===== src/rtl/morse_key_decoder.sv =====
// Morse key front end: times debounced key presses, classifies them as dots
// or dashes, and after five symbols decodes the pattern to a digit 0-9 with
// a one-cycle load pulse. Invalid patterns and abandoned entries pulse error.
//
// state  | meaning
// -------+---------------------------------------------------------------
// ARM    | waiting for key released so a held key is never counted
// IDLE   | key up; waiting for a press, timing the gap between symbols
// PRESS  | key down; timing the press length
// DECODE | five symbols captured; translate pattern to digit for one cycle
module morse_key_decoder #(
  parameter int MIN_CYCLES  = 2_500_000,
  parameter int DASH_CYCLES = 15_000_000,
  parameter int GAP_CYCLES  = 50_000_000
) (
  input  logic       clk,
  input  logic       rst,
  input  logic       enable,
  input  logic       key,
  output logic [3:0] user_input,
  output logic       load,
  output logic       error,
  output logic [2:0] sym_count,
  output logic [4:0] pattern
);

  localparam int CNT_MAX = (DASH_CYCLES > GAP_CYCLES) ? DASH_CYCLES : GAP_CYCLES;
  localparam int CW      = $clog2(CNT_MAX + 1);

  localparam logic [CW-1:0] MIN_C    = CW'(MIN_CYCLES);
  localparam logic [CW-1:0] DASH_C   = CW'(DASH_CYCLES);
  // Timeout fires on the edge where the gap count would reach GAP_CYCLES.
  localparam logic [CW-1:0] GAP_LAST = CW'(GAP_CYCLES - 1);

  typedef enum logic [1:0] {
    ARM    = 2'd0,
    IDLE   = 2'd1,
    PRESS  = 2'd2,
    DECODE = 2'd3
  } state_t;

  state_t        state, state_n;
  logic [CW-1:0] press_cnt, press_cnt_n;
  logic [CW-1:0] gap_cnt, gap_cnt_n;
  logic [4:0]    pattern_n;
  logic [2:0]    sym_count_n;
  logic [3:0]    user_input_n;
  logic          load_n, error_n;

  // Returns {match, digit}; dot=0, dash=1, oldest symbol in bit 4.
  function automatic logic [4:0] decode_pattern(input logic [4:0] p);
    logic [4:0] r;
    r = 5'b0_0000;
    case (p)
      5'b01111: r = {1'b1, 4'd1};
      5'b00111: r = {1'b1, 4'd2};
      5'b00011: r = {1'b1, 4'd3};
      5'b00001: r = {1'b1, 4'd4};
      5'b00000: r = {1'b1, 4'd5};
      5'b10000: r = {1'b1, 4'd6};
      5'b11000: r = {1'b1, 4'd7};
      5'b11100: r = {1'b1, 4'd8};
      5'b11110: r = {1'b1, 4'd9};
      5'b11111: r = {1'b1, 4'd0};
      default:  r = 5'b0_0000;
    endcase
    return r;
  endfunction

  // State and datapath registers; everything clears on async reset.
  always_ff @(posedge clk or negedge rst) begin
    if (!rst) begin
      state      <= ARM;
      press_cnt  <= '0;
      gap_cnt    <= '0;
      pattern    <= '0;
      sym_count  <= '0;
      user_input <= '0;
      load       <= 1'b0;
      error      <= 1'b0;
    end else begin
      state      <= state_n;
      press_cnt  <= press_cnt_n;
      gap_cnt    <= gap_cnt_n;
      pattern    <= pattern_n;
      sym_count  <= sym_count_n;
      user_input <= user_input_n;
      load       <= load_n;
      error      <= error_n;
    end
  end

  // Next-state, counter and output-pulse logic.
  always_comb begin
    logic [4:0] dec;
    state_n      = state;
    press_cnt_n  = press_cnt;
    gap_cnt_n    = gap_cnt;
    pattern_n    = pattern;
    sym_count_n  = sym_count;
    user_input_n = user_input;
    load_n       = 1'b0;
    error_n      = 1'b0;
    dec          = decode_pattern(pattern);

    if (!enable) begin
      // Dropping enable abandons any partial entry, including one in DECODE.
      state_n     = ARM;
      press_cnt_n = '0;
      gap_cnt_n   = '0;
      pattern_n   = '0;
      sym_count_n = '0;
    end else begin
      case (state)
        ARM: begin
          if (!key) state_n = IDLE;
        end

        IDLE: begin
          if (key) begin
            // A press beats a coincident gap timeout; the gap is not counted.
            state_n     = PRESS;
            press_cnt_n = {{(CW-1){1'b0}}, 1'b1};
          end else if (sym_count != 3'd0) begin
            if (gap_cnt >= GAP_LAST) begin
              error_n     = 1'b1;
              pattern_n   = '0;
              sym_count_n = '0;
              gap_cnt_n   = '0;
            end else begin
              gap_cnt_n = gap_cnt + 1'b1;
            end
          end
        end

        PRESS: begin
          if (key) begin
            if (press_cnt < DASH_C) press_cnt_n = press_cnt + 1'b1;
          end else if (press_cnt < MIN_C) begin
            // Glitch: dropped without disturbing the running gap count.
            state_n = IDLE;
          end else begin
            pattern_n = {pattern[3:0], (press_cnt >= DASH_C)};
            gap_cnt_n = '0;
            if (sym_count == 3'd4) begin
              // sym_count stays at 4 for the single DECODE cycle.
              state_n = DECODE;
            end else begin
              sym_count_n = sym_count + 3'd1;
              state_n     = IDLE;
            end
          end
        end

        DECODE: begin
          if (dec[4]) begin
            user_input_n = dec[3:0];
            load_n       = 1'b1;
          end else begin
            error_n = 1'b1;
          end
          pattern_n   = '0;
          sym_count_n = '0;
          state_n     = ARM;
        end

        default: state_n = ARM;
      endcase
    end
  end

endmodule


===== config.mk =====
export PLATFORM = sky130hd
export DESIGN_NAME = morse_key_decoder
export DESIGN_NICKNAME = d
export VERILOG_FILES = /design/src/rtl/morse_key_decoder.sv
export SDC_FILE = /design/constraint.sdc
export NUM_CORES = 1
export LEC_CHECK = 0
export CORE_MARGIN = 2
export CORE_UTILIZATION = 60
export CTS_CLUSTER_DIAMETER = 150
export CTS_CLUSTER_SIZE = 8
export DETAILED_ROUTE_END_ITERATION = 8
export PLACE_DENSITY = 0.91
export SKIP_CTS_REPAIR_TIMING = 1
export SLEW_MARGIN = 30
export SYNTH_ARGS = -nofsm -noshare
export SYNTH_HDL_FRONTEND = slang
export SYNTH_SLANG_ARGS = --single-unit
export TNS_END_PERCENT = 100

===== constraint.sdc =====
create_clock -name clk -period 3.3 [get_ports clk]
set_clock_uncertainty 0.15 [all_clocks]
set_input_delay 0.66 -clock clk [delete_from_list [all_inputs] [get_ports clk]]
set_output_delay 0.66 -clock clk [all_outputs]
set_load 0.01 [all_outputs]

==> flow_summary.toml <==
[clock_tree]
cts_tree = "yes"
clk_transition_reported_paths_ns = 0.08
clock_insertion_delay_worst_skew_ns = 0.36
cts.path.max_buffers = 2
htree_levels = 3
clock-root-buffer = "clkbuf_8"
tritoncts.num_buffers = 9
cts_num_sinks = 68

[timing]
setup_repair_after_global_routing_missed_its_margin = "false"
setup_viol = 0
timing.final.hold_violations = 0
post-route-period-util_pct = 89.6
total_neg_setup_slack_ns = 0
worstMarginPinSlew_ns = 0.966
max_freq_mhz = 338
fin_crit_ns = 2.96
max-slew-margin-rel_pct = 35.5
timing_max_transition_violations_final = 0

[worst_setup_path]
cp_startpoint_kind = "register"
arrival_ns = 3.05
worst-setup-path-type = "reg -> reg"
worst-path-max-fanout = 13
cp_data_required_time_ns = 3.39
timing.critical_path.to_type = "register"

[synthesis]
yosys-top-cells-area = "dfrtp_1 41%, o21ai_0 7.3%, nand2_1 4.6%, nor2_1 3.4%, ha_1 3.3%"
synth_seq_area_share_pct = 41.1
synth_most_common_cell = "dfrtp_1"
synth_top_area_share_pct = 41.1
syn_std_cell_area_mm2 = 0.00414
yosys_warnings = 0
synthCells = 488
synth_area_leader_cell = "dfrtp_1"
synth_flop_cell = "dfrtp_1"
async_reset_ff_share_pct = 100
netlist-cell-type-count = 64
yosys-top-cells-count = "68 x dfrtp_1, 60 x o21ai_0, 51 x nand2_1"
synth.ff_latch_count = 68
syn_area_per_cell_um2 = 8.48
number_of_synthesized_flops_with_an_enable_pin = 0
syn-num-nets = 503

[placement]
placement.io_buffers = 17
gp_congestion = 0.866
place.detailed.hpwl_um = 6550
post_dp_cell_area_mm2 = 0.00438

[die]
floorplan.initialDensity_pct = 61.6
die_w_um = 87.1
design.core.area_mm2 = 0.00672
rows = 30
fp.dieH_um = 87.1
die_area_mm2 = 0.00758
pin_count = 18

[pwr]
power.internal_w = 0.00133
power_leakage_nw = 1.86
vdd_drop_max_mv = 0.167
switching_part_of_the_total_power_pct = 27.8
power.density_mw_per_mm2 = 402
power_frac_seq_pct = 47.9
p_comb_share_pct = 13.6
net_switching_power_w = 0.000513
power.share.clock_pct = 38.5

[global_route]
antenna_found_initial = 0
grt_pass1_vias = 3543
total_global_routing_overflow = 0
grt_first_pass_wirelength_um = 16900
grt_usage_pct = 28.0
grt_max_degree = 32

[cells_and_area]
layout.filler_cells = 513
antenna_fix_cells = 0
area.sequential_mm2 = 0.00170
area_growth_pct = 10.6
multi_input_area_mm2 = 0.00228
drive_gt1_share_pct = 8.46
nNetsFinal = 518
final_cell_area_mm2 = 0.00458

[drt]
postRouteWirelength_um = 10000
dr.pass1.iters = 7
detail_route.wl_per_cell_um = 17.0
ant_nets = 0
via_count = 3974
initial_detailed_routing_violation_count = 478
drc_errors = 0
route.detailed.vias_per_inst = 6.76

[status]
status = "finished, final reports clean"

[flow_run]
drv_cap = 0

[min_path]
min-delay-path-class = "in -> async"
critical path: stages, from the launching register on:
cell      delay [ns]
dfrtp_1         0.39
ha_1            0.22
and3_1          0.22
nand3_1         0.11
a211oi_2        0.81
o22ai_2         0.27
a21o_1          0.35
mux2_4          0.32
flip-flops by register name, indices dropped and copies added, names as in the netlist:
signal / count
gap_cnt: 26
press_cnt: 26
pattern: 5
user_input: 4
sym_count: 3
state: 2
error: 1
load: 1
through the flow:
step	power (W)	hold slack (ns)	setup WS, ns	util [%]	instances
after floorplan	0.00106	0.214	0.910	-	488
after global placement	0.00114	0.302	0.415	65.2	572
after detailed placement	0.00115	0.311	0.360	65.2	572
after CTS	0.00184	0.235	0.409	68.2	588
after global routing	0.00192	0.258	0.188	68.2	588
final	0.00184	0.221	0.343	68.2	588
final cells by class:
class,instances,area share (%)
multi-input cells,383,49.9
flip-flops and latches,68,37.2
repair buffers,27,5.25
clock buffers,10,3.01
well taps,80,2.19
clock inverters,6,1.39
inverters,14,1.15
cells by family after synthesis:
group,synth area share (%)
buffers and inverters,3.75
and+or+nand+nor,27.0
adders and majority gates,3.32
DFF,41.1
AOI/OAI and AO/OA,21.6
muxes,3.20
layer usage:
metal	GRT usage [%]	vias up	part of all wire, %
li1	-	1843	-
met1	39.8	1875	44
met2	42.1	224	46
met5	0	-	0
met4	8.95	0	1.9
met3	6.92	32	8.5
placed cells by master (no fill, tap or decap), types with 4 or more instances in the layout:
master and n:
a31oi_1 5, o211ai_1 5, nand4_1 17, nor3b_1 6, inv_1 14, and2_1 10, and3_1 14, clkbuf_8 10
mux2i_1 8, a221o_1 4, nand3_1 27, nor3_1 23, a21oi_1 25, o21ai_0 60, dfrtp_1 68, nor2b_1 7
or3_1 4, clkdlybuf4s50_1 16, nand2_1 51, nor4_1 4, ha_1 11, o31ai_1 11, nor2_1 38, buf_4 10
power by group through the flow:
stage	logic, W	registers (W)	clock network (W)
3_3_place_gp	0.000239	0.000896	0
2_1_floorplan	0.000152	0.000903	0
3_5_place_dp	0.000247	0.000898	0
5_1_grt	0.000279	0.000886	0.000752
6_report	0.000250	0.000882	0.000710
4_1_cts	0.000249	0.000882	0.000709
final timing paths:
path	start	endpoint	slack, ns	depth (start not counted)
max	gap_cnt[0]	pattern[2]	0.34	7
min	rst	press_cnt[14]	0.22	1
max reg2reg	gap_cnt[0]	pattern[2]	0.34	7
min reg2reg	gap_cnt[23]	gap_cnt[23]	0.32	1
max in group asynchronous	rst	gap_cnt[7]	1.97	2
min in group clk	gap_cnt[23]	gap_cnt[23]	0.32	1
No activity file was read; power rests on OpenSTA's default activity.
